`src/rtl/dds_sweep_pkg.sv`:
```
// Shared definitions for the DDS frequency-sweep controller.
//   state_t      : sequencer states (IDLE / RUN / HOLD)
//   MODE_*       : encodings of the 2-bit mode input
//   FW_DEF/DW_DEF: default widths of frequency words and dwell counts
package dds_sweep_pkg;

  localparam int FW_DEF = 16;
  localparam int DW_DEF = 16;

  typedef enum logic [1:0] {
    IDLE = 2'd0,
    RUN  = 2'd1,
    HOLD = 2'd2
  } state_t;

  localparam logic [1:0] MODE_SINGLE = 2'd0;
  localparam logic [1:0] MODE_SAW    = 2'd1;
  localparam logic [1:0] MODE_TRI    = 2'd2;
  localparam logic [1:0] MODE_HOLD   = 2'd3;

endpackage

```
`src/rtl/dds_dwell_timer.sv`:
```
// Dwell timer: DW-bit down counter that measures how long the current fcw
// value has been presented.
//   clk, reset : clock, asynchronous active-low reset
//   en         : count down (sweep is running)
//   load       : reload the counter with load_val (takes priority over en)
//   load_val   : dwell length in cycles, must be >= 1
//   expire     : high during the last cycle of the dwell period
module dds_dwell_timer
  import dds_sweep_pkg::*;
#(
  parameter int DW = DW_DEF
) (
  input  logic          clk,
  input  logic          reset,
  input  logic          en,
  input  logic          load,
  input  logic [DW-1:0] load_val,
  output logic          expire
);

  logic [DW-1:0] count;

  // NOTE: registers are written with non-blocking assignments so every
  // flop samples the pre-edge values of its neighbours.
  always_ff @(posedge clk or negedge reset) begin
    if (!reset) begin
      count <= '0;
    end else if (load) begin
      count <= load_val;
    end else if (en && count != '0) begin
      count <= count - 1'b1;
    end
  end

  // Counter holds D during the first presented cycle, so reaching 1 marks
  // the D-th (last) cycle of the dwell.
  assign expire = en && (count == DW'(1));

endmodule

```
`src/rtl/dds_sweep_ctrl.sv`:
```
// Frequency-sweep sequencer feeding the fcw/offset inputs of the CORDIC DDS.
// Steps fcw from fcw_start toward fcw_stop by fcw_step, holding each value
// for max(dwell,1) cycles, in single, sawtooth, triangle or hold mode.
//   clk, reset        : clock, asynchronous active-low reset
//   start, abort      : begin a sweep (IDLE only) / return to IDLE (wins)
//   mode              : 0 single, 1 sawtooth, 2 triangle, 3 hold
//   fcw_start/stop    : sweep endpoints
//   fcw_step          : unsigned step magnitude (0 forces HOLD)
//   dwell             : cycles per fcw value (0 treated as 1)
//   offset_in         : phase offset, latched at start
//   fcw, offset       : registered words to the DDS
//   fcw_update        : pulse in the first cycle of each new fcw value
//   busy              : high in RUN/HOLD
//   done              : pulse when a single sweep completes
module dds_sweep_ctrl
  import dds_sweep_pkg::*;
#(
  parameter int FW = FW_DEF,
  parameter int DW = DW_DEF
) (
  input  logic          clk,
  input  logic          reset,
  input  logic          start,
  input  logic          abort,
  input  logic [1:0]    mode,
  input  logic [FW-1:0] fcw_start,
  input  logic [FW-1:0] fcw_stop,
  input  logic [FW-1:0] fcw_step,
  input  logic [DW-1:0] dwell,
  input  logic [FW-1:0] offset_in,
  output logic [FW-1:0] fcw,
  output logic [FW-1:0] offset,
  output logic          fcw_update,
  output logic          busy,
  output logic          done
);

  state_t        state;
  logic [1:0]    mode_r;
  logic [FW-1:0] start_r, stop_r, step_r;
  logic [DW-1:0] dwell_r;
  logic          up0_r;     // initial direction: stop >= start
  logic          dir_up_r;  // current direction; toggles at triangle endpoints

  logic          start_ok;
  logic [DW-1:0] dwell_eff;
  logic          tmr_load, tmr_expire;
  logic [FW-1:0] target, rev_target, step_fwd, step_rev;

  // One step at FW+1 bits; any carry/borrow or overshoot of the endpoint
  // clamps to the endpoint so fcw never wraps.
  function automatic logic [FW-1:0] next_fcw(input logic [FW-1:0] cur,
                                             input logic [FW-1:0] step,
                                             input logic [FW-1:0] tgt,
                                             input logic          up);
    logic [FW:0] sum;
    sum = up ? ({1'b0, cur} + {1'b0, step}) : ({1'b0, cur} - {1'b0, step});
    if (up) next_fcw = (sum[FW] || sum[FW-1:0] >= tgt) ? tgt : sum[FW-1:0];
    else    next_fcw = (sum[FW] || sum[FW-1:0] <= tgt) ? tgt : sum[FW-1:0];
  endfunction

  assign start_ok  = (state == IDLE) && start && !abort;
  assign dwell_eff = (dwell == '0) ? DW'(1) : dwell;

  // Heading the initial way means aiming at stop; reversed means at start.
  assign target     = (dir_up_r == up0_r) ? stop_r  : start_r;
  assign rev_target = (dir_up_r == up0_r) ? start_r : stop_r;
  assign step_fwd   = next_fcw(fcw, step_r, target, dir_up_r);
  assign step_rev   = next_fcw(fcw, step_r, rev_target, ~dir_up_r);

  // Reload on every fcw change so each value is held exactly D cycles.
  assign tmr_load = start_ok || ((state == RUN) && tmr_expire && !abort);

  dds_dwell_timer #(.DW(DW)) u_dwell (
    .clk      (clk),
    .reset    (reset),
    .en       (state == RUN),
    .load     (tmr_load),
    .load_val ((state == IDLE) ? dwell_eff : dwell_r),
    .expire   (tmr_expire)
  );

  always_ff @(posedge clk or negedge reset) begin
    if (!reset) begin
      state      <= IDLE;
      mode_r     <= '0;
      start_r    <= '0;
      stop_r     <= '0;
      step_r     <= '0;
      dwell_r    <= '0;
      up0_r      <= 1'b0;
      dir_up_r   <= 1'b0;
      fcw        <= '0;
      offset     <= '0;
      fcw_update <= 1'b0;
      busy       <= 1'b0;
      done       <= 1'b0;
    end else begin
      fcw_update <= 1'b0;
      done       <= 1'b0;
      case (state)
        IDLE: begin
          if (start_ok) begin
            mode_r     <= mode;
            start_r    <= fcw_start;
            stop_r     <= fcw_stop;
            step_r     <= fcw_step;
            dwell_r    <= dwell_eff;
            up0_r      <= (fcw_stop >= fcw_start);
            dir_up_r   <= (fcw_stop >= fcw_start);
            fcw        <= fcw_start;
            offset     <= offset_in;
            fcw_update <= 1'b1;
            busy       <= 1'b1;
            state      <= (mode == MODE_HOLD || fcw_step == '0) ? HOLD : RUN;
          end
        end
        RUN: begin
          if (abort) begin
            state <= IDLE;
            busy  <= 1'b0;
          end else if (tmr_expire) begin
            if (fcw == target) begin
              case (mode_r)
                MODE_SINGLE: begin
                  state <= IDLE;
                  busy  <= 1'b0;
                  done  <= 1'b1;
                end
                MODE_TRI: begin
                  // Step away immediately so the endpoint is held only once.
                  dir_up_r   <= ~dir_up_r;
                  fcw        <= step_rev;
                  fcw_update <= 1'b1;
                end
                default: begin
                  fcw        <= start_r;
                  fcw_update <= 1'b1;
                end
              endcase
            end else begin
              fcw        <= step_fwd;
              fcw_update <= 1'b1;
            end
          end
        end
        HOLD: begin
          if (abort) begin
            state <= IDLE;
            busy  <= 1'b0;
          end
        end
        default: state <= IDLE;
      endcase
    end
  end

endmodule

```
`config.mk`:
```
export PLATFORM = sky130hd
export DESIGN_NAME = dds_sweep_ctrl
export DESIGN_NICKNAME = d
export VERILOG_FILES = /design/src/rtl/dds_sweep_pkg.sv /design/src/rtl/dds_dwell_timer.sv /design/src/rtl/dds_sweep_ctrl.sv
export SDC_FILE = /design/constraint.sdc
export NUM_CORES = 1
export LEC_CHECK = 0
export CAP_MARGIN = 0
export CORE_MARGIN = 3
export CORE_UTILIZATION = 40
export CTS_CLUSTER_DIAMETER = 200
export DETAILED_ROUTE_END_ITERATION = 10
export GPL_TIMING_DRIVEN = 0
export SLEW_MARGIN = 40
export SYNTH_ARGS = -nofsm -noshare
export SYNTH_HDL_FRONTEND = slang
export SYNTH_SLANG_ARGS = --single-unit
```
`constraint.sdc`:
```
create_clock -name clk -period 6.65 [get_ports clk]
set_input_delay 1.33 -clock clk [delete_from_list [all_inputs] [get_ports clk]]
set_output_delay 1.33 -clock clk [all_outputs]
set_load 0.02 [all_outputs]
```
# --- After elaboration in Yosys (flattened, before gate mapping) ---
# Cells that the tools add are included.
op_classes:
  n_addsub: 3
  order_cmp: 5
  n_eq_ne: 17
  n_mux: 52
  n_bitwise: 1
  n_reduce_logical: 26
op_table:
  columns: ["operator", "n"]
  rows:
  - ["two-way mux 16 bit", 16]
  - ["case mux 16 bit (2 select lines)", 2]
  - [">= comparator 16 bit", 3]
  - ["two-way mux 17 bit", 2]
  - ["less-or-equal comparator 16 bit", 2]
  - ["zero test 16 bit", 2]
  - ["two-way mux 1 bit", 21]
  - ["adder 16 x 16 -> 17 bit", 1]
  - ["subtractor 16 x 16 -> 17 bit", 1]
  - ["== test 16 x 1 -> 1 bit (second input constant)", 1]
  - ["== test 16 bit", 1]
  - ["nonzero test 16 bit", 1]
  - ["subtractor 16 x 1 -> 16 bit (second input constant)", 1]
  - ["two-way mux 2 bit", 7]
  - ["!= test 2 bit (second input constant)", 6]
  - ["!= test 3 bit (second input constant)", 4]
  - ["AND reduction 6 bit", 2]
  - ["AND reduction 5 bit", 2]
  - ["== test 2 bit (second input constant)", 3]
  - ["logical AND 1 bit", 6]
  - ["logical OR 1 bit", 6]
  - ["case mux 2 bit (3 select lines)", 1]
  - ["zero test 2 bit", 2]
  - ["case mux 1 bit (2 select lines)", 2]
  - ["8 further kinds", 9]
word_totals:
  ff_bits: 121
  inputBits: 86
  wordCells: 118

# --- Logic depth before layout (Yosys ltp) ---
# Gate-level depths: netlist of run 1.
logic_depth:
  word_depth: 11
  ltp_mapped: 23
  ltp_nobuf: 21

# --- By module ---
# A second synthesis of run 1 with hierarchy kept.
unflattened:
  hier_cells: 1100
  area_unflattened_um2: 9984.6
modules_own_cells:
  columns: ["module", "instances", "cells_per_inst", "area_each_um2", "seq_area_each_um2"]
  rows:
  - ["dds_sweep_ctrl", 1, 982, 8907.3, 2627.5]
  - ["dds_dwell_timer", 1, 118, 1077.3, 400.4]

# --- Worst setup path after synthesis of run 1 ---
# No wires, ideal clock.
synth_path:
  path_kind: "register to register"
  startpoint: "register fcw[0]"
  endpoint: "register fcw[0]"
  setup_time_ns: 0.118
  arrival_time_ns: 4.903
  t_required_ns: 6.532
  setup_slack_ns: 1.628
  path_stages_with_launch: 23
  cell_sequence: "dfrtp_1 inv_1 ha_1 inv_1 fa_1 a21o_1 a221o_1 o311a_1 nor4_1 a31oi_1 a21o_1 and2_1 ha_1 nand3_1 nor4_1 a211o_1 or4b_1 o41ai_2 buf_2 buf_6 mux2i_1 o21ai_0 a21o_1"
synth_between:
  elab_chain_cells: 11
  elab_cells_between_ends: 26
  classes_between: "add/sub (2); order compare (4); eq/ne (2); mux (13); reduce/logical (5)"
synth_rtl:
  columns: ["element", "line", "rtl"]
  rows:
  - ["start, declared", "dds_sweep_ctrl.sv:31", "output logic [FW-1:0] fcw,"]
  - ["start signal, assigned", "dds_sweep_ctrl.sv:111", "fcw <= fcw_start;"]
  - ["start signal, assigned", "dds_sweep_ctrl.sv:133", "fcw <= step_rev;"]
  - ["start signal, assigned", "dds_sweep_ctrl.sv:137", "fcw <= start_r;"]
  - ["adder 16 x 16 -> 17 bit / subtractor 16 x 16 -> 17 bit (equally long branches)", "dds_sweep_ctrl.sv:57", "sum = up ? ({1'b0, cur} + {1'b0, step}) : ({1'b0, cur} - {1'b0, step});"]
  - ["two-way mux 17 bit", "dds_sweep_ctrl.sv:57", null]
  - [">= comparator 16 bit / less-or-equal comparator 16 bit (equally long branches)", "dds_sweep_ctrl.sv:58, dds_sweep_ctrl.sv:59", null]
  - ["logical OR 1 bit, on equally long branches", "dds_sweep_ctrl.sv:58, dds_sweep_ctrl.sv:59", null]
  - ["two-way mux 16 bit, on equally long branches", "dds_sweep_ctrl.sv:58, dds_sweep_ctrl.sv:59", null]
  - ["two-way mux 16 bit", "dds_sweep_ctrl.sv:58", "if (up) next_fcw = (sum[FW] || sum[FW-1:0] >= tgt) ? tgt : sum[FW-1:0];"]
  - ["case mux 16 bit (2 select lines)", "dds_sweep_ctrl.sv:124", "case (mode_r)"]
  - ["two-way mux 16 bit", "dds_sweep_ctrl.sv:123", "if (fcw == target) begin"]
  - ["two-way mux 16 bit", "dds_sweep_ctrl.sv:122", "end else if (tmr_expire) begin"]
  - ["two-way mux 16 bit", "dds_sweep_ctrl.sv:119", "if (abort) begin"]
  - ["case mux 16 bit (2 select lines)", "dds_sweep_ctrl.sv:101", "case (state)"]
# Parallel ways exist; a longest one is shown, timed or not. The select of a mux whose other input is x is not followed.
# A chain may end at the register's enable or synchronous reset.

# --- Worst setup path after layout of run 1 ---
layout_path:
  startpoint: "register fcw[1]"
  endpoint: "register fcw[1]"
# Same word-level chain as after synthesis.

==> results_dict.tcl, run 1 <==
set metrics [dict create \
    outcome "completed" \
    syn_avg_cell_area_sq_um 8.20 \
    ctsResizeCount 0 \
    finalCritPeriodShare_pct 94.3 \
    numCtsBuffers 17 \
    die_w_microns 162 \
    holdBufCountCts 0 \
    overflow 0 \
    core_area_sq_um 23700 \
    period_minus_slack_ns 6.27 \
    via_per_inst 5.41 \
    drc_errors 0 \
    synth_edf_count 0 \
    cts_buffer_depth 2 \
    critPathArrivalTime_ns 6.61 \
    die_area_sq_um 26300 \
    tns_ns 0 \
    utilization_pct 50.6 \
    place_ws_ns 0.465 \
    hp-class "reg2reg" \
    cts.clk_slew.worst_paths_ns 0.07 \
    nFillCells 2386 \
    grt_pass1_vias 8841 \
    post_drt_wl_per_cell_microns 19.4 \
    grt_max_degree 64 \
    crit_type "reg2reg" \
    area_delta_synth_final_pct 22.9 \
    cts_num_sinks 121 \
    synthFlopType "dfrtp_1" \
    drt_wl_total_mm 32.2 \
    antenna_found_initial 1 \
    fp-row-count 56 \
    drtPass1Iterations 5 \
    timing.fmax_mhz 160 \
    cp-endpoint "fcw[1]$_DFFE_PN0P_" \
    finalHoldViolations 0 \
    synth-seq-area-share_pct 31.1 \
    relSlewSlack_pct 49.1 \
    syn-instance-count 1188 \
    crit_start "fcw[1]$_DFFE_PN0P_" \
    cp-start-kind "register" \
    crit_required_ns 6.99 \
    synthArstFlopShare_pct 100 \
    hold_slack_ns 0.473 \
    reg2reg_from "fcw[1]$_DFFE_PN0P_" \
    die_y_microns 162 \
    rr_worst_depth 20 \
    worst_clock_skew_ns 0.0107 \
    post-dp-hpwl_mm 25.0 \
    cap_violations 0 \
    final-setup-viol-count 0 \
    syn_nets 1361 \
    ys_seq_elements 121 \
    fin_ws_ns 0.381 \
    diodes 0 \
    synth_area_leaders "dfrtp_1 31%, ha_1 11%, nand2_1 8.8%" \
    worstReg2RegEnd "fcw[1]$_DFFE_PN0P_" \
    htreeDepth 4 \
    endpoint_kind "register" \
    grt_use_total_pct 24.7 \
    tightest_slew_ns 0.763 \
    cp_max_fo 10 \
    post_cts_buffers 0 \
    grt_first_pass_wirelength_mm 50.1 \
    worst-r2r-setup-slack_ns 0.38 \
    port_buffers 120 \
    rsz0062_at_grt "false" \
    yosysUniqueCellTypes 73 \
    root_buffer "clkbuf_16" \
    drtAntennaViolNets 0 \
    dr.first_iter.drc_count 663 \
    num_vias 8974 \
    yosys.area.top_type "dfrtp_1" \
    start_util_pct 41.1 \
    ioPinCount 121 \
    synth_warnings 0 \
    drive_gt1_share_pct 5.97 \
    cts_tree "done" \
    gp_congestion 0.914 \
    synth_top_cell_area_share_pct 31.1 \
    nNetsFinal 1501 \
    clk_latency_ns 0.44 \
    slew_violations 0 \
    netlist_area_sq_um 9740 \
]
[sequential cells by signal (all words and copies together), names as in the netlist, 16 cells and up]
name,count
u_dwell.count,16
fcw,16
dwell_r,16
step_r,16
stop_r,16
offset,16
start_r,16
[layout make-up]
class                      instances  area (sq um)  share of cell area [%]
buffer                            58           254                    2.12
clock buffer                      17           425                    3.55
clock inverter                    15           175                    1.46
inverter                          85           319                    2.66
multi-input combinational        924          6140                    51.3
sequential                       121          3030                    25.3
tap                              319           399                    3.33
timing repair buffer             121          1230                    10.3
[metrics by stage]
| stage | area [sq um] | cells |
|---|---|---|
| 3_3_place_gp | 11300 | 1627 |
| 3_5_place_dp | 11400 | 1628 |
| 4_1_cts | 12000 | 1660 |
| 5_1_grt | 12000 | 1660 |
| 6_report | 12000 | 1660 |
| 2_1_floorplan | 9740 | 1188 |
[worst max-delay path: stages (launching register included)]
cell and delay, ns:
dfrtp_1 0.63, ha_1 0.32, nand2b_1 0.17, a221oi_1 0.48
o221ai_1 0.35, a2111oi_0 0.47, a221oi_1 0.13, a22oi_1 0.22
xor2_1 0.23, inv_1 0.07, ha_1 0.30, nand3_1 0.11
nor4_1 0.68, a211o_1 0.26, or4b_1 0.46, o41ai_2 0.14
buf_2 0.40, buf_6 0.22, mux2i_1 0.23, nor2_1 0.06
o31ai_1 0.22
[placed cells by master, fill, tap and decap left out, types with 17 or more instances in the layout]
cell / Yosys / routed
o21ai_0: 63 / 63
mux2i_1: 67 / 67
a21oi_1: 79 / 79
ha_1: 85 / 85
clkbuf_1: 29 / 29
nor3_1: 22 / 22
clkbuf_16: 0 / 17
clkdlybuf4s50_1: 0 / 119
xnor2_1: 48 / 48
nor2_1: 61 / 61
nand2_1: 228 / 228
nor4_1: 22 / 22
inv_1: 83 / 83
xor2_1: 19 / 19
dfrtp_1: 121 / 121
[logic make-up (layout without fill, tap and decap cells)]
kind of cell	count (synthesis)	count (layout)	share of synthesized area [%]
adders and majority gates	87	87	11.3
muxes	77	77	8.04
buffers and inverters	143	296	5.88
DFF	121	121	31.1
and+or+nand+nor	426	426	19.9
AOI/OAI and AO/OA	266	266	17.5
xor gates and xnor gates	68	68	6.19
[routing by layer]
metal / GRT usage [%] / share of wire [%] / routed length (microns) / vias up
met4: 7.25 / 2.4 / 764 / 2
met1: 31.9 / 44 / 14200 / 4248
met5: 0 / 0.025 / 8 / -
li1: - / - / - / 4407
met2: 41.8 / 48 / 15300 / 270
met3: 5.36 / 6.0 / 1930 / 47
[synthesized netlist by cell type (3+ instances only)]
cell type / number
a211o_1: 5
a211oi_1: 4
a211oi_2: 5
a21bo_2: 3
a21o_1: 16
a21oi_1: 79
a221o_1: 4
a221oi_1: 3
a22oi_1: 5
a31oi_1: 13
and2_1: 12
buf_1: 12
buf_2: 14
clkbuf_1: 29
dfrtp_1: 121
ha_1: 85
inv_1: 83
mux2_2: 9
mux2i_1: 67
nand2_1: 228
nand2b_1: 15
nand3_1: 12
nand4_1: 14
nor2_1: 61
nor2b_1: 11
nor3_1: 22
nor3b_1: 5
nor4_1: 22
o211ai_1: 5
o21a_1: 4
o21ai_0: 63
o21ai_1: 15
o21bai_1: 3
o311a_1: 4
o31a_1: 3
o31ai_1: 10
or3_1: 5
xnor2_1: 48
xor2_1: 19
[worst min-delay path by stage]
stage	startpoint	to	cells after the start	slack [ns]
finish	offset[11]$_DFFE_PN0P_	offset[11]$_DFFE_PN0P_	2	0.47
global placement	dwell_r[11]$_DFFE_PN0P_	dwell_r[11]$_DFFE_PN0P_	2	0.46
CTS	offset[11]$_DFFE_PN0P_	offset[11]$_DFFE_PN0P_	2	0.48
detailed placement	dwell_r[11]$_DFFE_PN0P_	dwell_r[11]$_DFFE_PN0P_	2	0.46
floorplan	dwell_r[11]$_DFFE_PN0P_	dwell_r[11]$_DFFE_PN0P_	2	0.44
global route	offset[6]$_DFFE_PN0P_	offset[6]$_DFFE_PN0P_	2	0.50
Power of run 1 is not shown: default switching activity piles up to over one toggle a cycle in this logic, so the estimate is an artifact.
==> inputs of run 2 (changes only) <==
Settings changed: CORE_UTILIZATION 40 to 33.
==> results_dict.tcl, run 2 (synthesis gave the netlist of run 1 again) <==
set metrics [dict create \
    post_cts_buffers 0 \
    rsz0062_at_grt "false" \
    root_buffer "clkbuf_16" \
    holdBufCountCts 0 \
    start_util_pct 33.7 \
    timing.fmax_mhz 156 \
    placed_area_sq_um 11500 \
    hold_slack_ns 0.470 \
    rr_worst_depth 20 \
    grt_max_degree 52 \
    drive_gt1_share_pct 5.96 \
    post_drt_wl_per_cell_microns 19.0 \
    crit_path_max_incr_delay_ns 0.70 \
    final_area_sq_um 12100 \
    worst-r2r-setup-slack_ns 0.24 \
    die_y_microns 178 \
    hold_path_startpoint "dwell_r[9]$_DFFE_PN0P_" \
    crit_family "compound AO/OA/AOI/OAI gates" \
    slowest_stage "nor4_1" \
    fp-row-count 62 \
    cts_tree "done" \
    tightest_slew_ns 0.810 \
    finalHoldViolations 0 \
    holdPathStages 2 \
    area_delta_synth_final_pct 24.2 \
    reg2reg_from "fcw[1]$_DFFE_PN0P_" \
    crit_type "reg2reg" \
    cap_violations 0 \
    post-dp-hpwl_mm 25.7 \
    htreeDepth 4 \
    nFillCells 2889 \
    numCtsBuffers 17 \
    nNetsFinal 1502 \
    cts_num_sinks 121 \
    worst_clock_skew_ns 0.00931 \
    hp-class "reg2reg" \
    antenna_found_initial 7 \
    critical_path_buf_inv_count 3 \
    grt_pass1_vias 9053 \
    die_area_sq_um 31600 \
    drc_errors 0 \
    critPathArrivalTime_ns 6.72 \
    num_vias 9106 \
    slew_violations 0 \
    clk_latency_ns 0.43 \
    cts_buffer_depth 2 \
    gp_congestion 0.907 \
    crit_chain "ha_1, nand2b_1, a221oi_1, o221ai_1, a2111oi_0, a221oi_1, a22oi_1, xor2_1, inv_1, ha_1, nand3_1, nor4_1, a211o_1, or4b_1, o41ai_2, buf_2, buf_6, mux2i_1, nor2_1, o31ai_1" \
    drtAntennaViolNets 0 \
    period_minus_slack_ns 6.41 \
    port_buffers 120 \
    cp_max_fo 10 \
    ioPinCount 121 \
    worstReg2RegEnd "fcw[1]$_DFFE_PN0P_" \
    holdPathEnd "dwell_r[9]$_DFFE_PN0P_" \
    grt_use_total_pct 21.0 \
    via_per_inst 5.27 \
    relSlewSlack_pct 45.9 \
    crit_start "fcw[1]$_DFFE_PN0P_" \
    drt_wl_total_mm 32.8 \
    crit_required_ns 6.96 \
    outcome "completed" \
    grt_first_pass_wirelength_mm 50.9 \
    die_w_microns 178 \
    finalCritPeriodShare_pct 96.5 \
    cp-start-kind "register" \
    dr.first_iter.drc_count 869 \
    final-setup-viol-count 0 \
    drtPass1Iterations 5 \
    ctsResizeCount 0 \
    overflow 0 \
    final_common_cell "nand2_1" \
    cts.clk_slew.worst_paths_ns 0.06 \
    most-common-layout-cells "228 x nand2_1, 121 x dfrtp_1, 119 x clkdlybuf4s50_1, 85 x ha_1, 83 x inv_1" \
    core_area_sq_um 28900 \
    endpoint_kind "register" \
]
-- run 2: changes by cell type in the layout (fill, tap and decap cells not counted), moves of 2 or more --
cell       change
clkinv_4       +2
bufinv_16      +2
inv_6          -2
clkinv_8       -2
inv_8          -4
clkinv_2       +2
-- run 2: how the worst max path moves through the flow --
| stage | endpoint | slack [ns] | cells after the start |
|---|---|---|---|
| after detailed placement | fcw[1]$_DFFE_PN0P_ | 0.31 | 20 |
| after floorplan | fcw[0]$_DFFE_PN0P_ | 1.63 | 22 |
| after CTS | fcw[1]$_DFFE_PN0P_ | 0.28 | 20 |
| after global placement | offset[6]$_DFFE_PN0P_ | -1.03 | 1 |
| after global routing | fcw[1]$_DFFE_PN0P_ | 0.03 | 20 |
| final | fcw[1]$_DFFE_PN0P_ | 0.24 | 20 |
-- run 2: tightest hold or removal path: stages (launching register included) --
cell	delay, ns
dfrtp_1	0.34
nand2_1	0.05
nand2_1	0.05
-- run 2: stage by stage --
stage                     setup slack, ns  util, %  setup TNS [ns]  instances
after floorplan                      1.63        -               0       1188
after global placement              -1.03     39.5         -122.37       1692
after detailed placement            0.309     39.7               0       1694
after CTS                           0.279     41.8               0       1726
after global routing               0.0276     41.8               0       1726
final                               0.236     41.8               0       1727
-- run 2: layout make-up --
class / instances / area, sq um / share of cell area (%)
multi-input cells: 924 / 6140 / 50.8
repair buffers: 122 / 1260 / 10.4
flip-flops and latches: 121 / 3030 / 25.0
clock buffers: 19 / 443 / 3.66
plain buffers: 58 / 254 / 2.10
inverters: 85 / 319 / 2.64
clock inverters: 13 / 168 / 1.39
well taps: 384 / 480 / 3.97
diodes: 1 / 2.50 / 0.0207
-- run 2: metal layers --
metal	global-route usage, %	part of all wire [%]	wire length, microns
met3	4.79	6.7	2190
met1	27.3	45	14600
met5	0	0.23	75
met4	6.09	2.1	701
met2	34.7	46	15200
Power of run 2 is left out for the same reason.
==> inputs of run 3 (changes only) <==
--- a/config.mk
+++ b/config.mk
@@ -8,4 +8,7 @@
 export CAP_MARGIN = 0
+export CELL_PAD_IN_SITES_DETAIL_PLACEMENT = 1
+export CELL_PAD_IN_SITES_GLOBAL_PLACEMENT = 1
 export CORE_MARGIN = 3
 export CORE_UTILIZATION = 33
+export CTS_BUF_LIST = sky130_fd_sc_hd__clkbuf_8
 export CTS_CLUSTER_DIAMETER = 200
@@ -13,2 +16,3 @@
 export GPL_TIMING_DRIVEN = 0
+export PLACE_DENSITY_LB_ADDON = 0.1
 export SLEW_MARGIN = 40
--- a/constraint.sdc
+++ b/constraint.sdc
@@ -3,2 +3,2 @@
 set_output_delay 1.33 -clock clk [all_outputs]
-set_load 0.02 [all_outputs]
+set_load 0.01 [all_outputs]
==> results_dict.tcl, run 3 (synthesis gave the netlist of run 1 again) <==
set metrics [dict create \
    outcome "completed" \
    via_per_inst 5.22 \
    cts_num_sinks 121 \
    hold_slack_ns 0.474 \
    area_delta_synth_final_pct 22.0 \
    cap_violations 0 \
    die_area_sq_um 31600 \
    cts_buffer_depth 2 \
    numCtsBuffers 17 \
    core_area_sq_um 28900 \
    diodes 0 \
    num_vias 9005 \
    crit_required_ns 7.00 \
    cts_tree "done" \
    slew_violations 0 \
    period_minus_slack_ns 6.14 \
    post_drt_wl_per_cell_microns 20.7 \
    root_buffer "clkbuf_8" \
    utilization_pct 41.1 \
    grt_use_total_pct 23.2 \
    crit_type "reg2reg" \
    worst-r2r-setup-slack_ns 0.51 \
    hold_path_startpoint "offset[13]$_DFFE_PN0P_" \
    antenna_found_initial 0 \
    clk_latency_ns 0.47 \
    placed_area_sq_um 11500 \
    crit_start "fcw[1]$_DFFE_PN0P_" \
    critPathArrivalTime_ns 6.49 \
    cts.clk_slew.worst_paths_ns 0.09 \
    grt_first_pass_wirelength_mm 56.2 \
    rsz0062_at_grt "false" \
    endpoint_kind "register" \
    start_util_pct 33.7 \
    nFillCells 3479 \
    final-setup-viol-count 0 \
    finalCritPeriodShare_pct 92.3 \
    final_area_sq_um 11900 \
    cp_max_fo 10 \
    timing.fmax_mhz 163 \
    reg2reg_from "fcw[1]$_DFFE_PN0P_" \
    htreeDepth 4 \
    gp_congestion 0.906 \
    ioPinCount 121 \
    die_w_microns 178 \
    tightest_slew_ns 0.826 \
    relSlewSlack_pct 45.0 \
    nNetsFinal 1502 \
    overflow 0 \
    drive_gt1_share_pct 6.04 \
    die_y_microns 178 \
    grt_pass1_vias 9653 \
    port_buffers 120 \
    holdPathEnd "offset[13]$_DFFE_PN0P_" \
    drtAntennaViolNets 0 \
    place_ws_ns 0.284 \
    worst_clock_skew_ns 0.0190 \
    finalHoldViolations 0 \
    most-common-layout-cells "228 x nand2_1, 121 x dfrtp_1, 119 x clkdlybuf4s50_1, 85 x ha_1, 84 x inv_1" \
    rr_worst_depth 20 \
    fp-row-count 62 \
    final_common_cell "nand2_1" \
    fin_ws_ns 0.511 \
    post-dp-hpwl_mm 28.9 \
    grt_max_degree 65 \
    holdPathStages 2 \
    dr.first_iter.drc_count 534 \
    cp-start-kind "register" \
    worstReg2RegEnd "fcw[0]$_DFFE_PN0P_" \
    drtPass1Iterations 5 \
    drc_errors 0 \
    hp-class "reg2reg" \
    drt_wl_total_mm 35.7 \
]
-- run 3: critical path, cell delays in order (launching register included) --
cell and delay [ns]:
dfrtp_1 0.68, ha_1 0.33, nand2b_1 0.17, a221oi_1 0.48
o221ai_1 0.32, a2111oi_0 0.52, a221oi_1 0.15, a22oi_1 0.21
xor2_1 0.24, inv_1 0.07, ha_1 0.30, nand3_1 0.13
nor4_2 0.47, a211o_1 0.23, or4b_1 0.46, o41ai_2 0.14
buf_2 0.39, buf_6 0.22, mux2i_1 0.19, o21ai_0 0.09
a21o_1 0.20
-- run 3: area by class of cell --
class / instances / area [sq um] / area share (%)
multi-input cells: 924 / 6150 / 51.7
flip-flops and latches: 121 / 3030 / 25.5
repair buffers: 122 / 1250 / 10.6
well taps: 384 / 480 / 4.04
inverters: 85 / 319 / 2.69
plain buffers: 58 / 254 / 2.14
clock buffers: 17 / 234 / 1.97
clock inverters: 15 / 165 / 1.39
-- run 3: worst max-delay path by stage --
stage                               to  slack, ns
3_3_place_gp   start_r[14]$_DFFE_PN0P_      -1.29
5_1_grt             fcw[0]$_DFFE_PN0P_       0.06
2_1_floorplan       fcw[0]$_DFFE_PN0P_       1.69
4_1_cts             fcw[0]$_DFFE_PN0P_       0.22
3_5_place_dp        fcw[0]$_DFFE_PN0P_       0.28
6_report            fcw[0]$_DFFE_PN0P_       0.51
-- run 3: timing repair --
| item | in CTS | in global routing |
|---|---|---|
| hold buffers | 0 | 0 |
| gates resized for setup | 0 | 1 |
| setup buffers | 0 | 0 |
| setup endpoints to repair | 0 | 5 |
| hold endpoints to repair | 0 | 0 |
-- run 3: layer usage --
layer | GRT usage [%] | up-vias | wire (microns)
li1 | - | 4418 | -
met1 | 31.7 | 4420 | 17600
met2 | 38.6 | 141 | 16500
met3 | 4.13 | 26 | 1230
met4 | 4.81 | 0 | 464
met5 | 0 | - | 0
-- run 3: stage by stage --
step,setup TNS [ns],std cells
floorplan,0,1188
global placement,-153.91,1692
detailed placement,0,1694
CTS,0,1726
global route,0,1726
finish,0,1726
Power of run 3 is left out for the same reason.
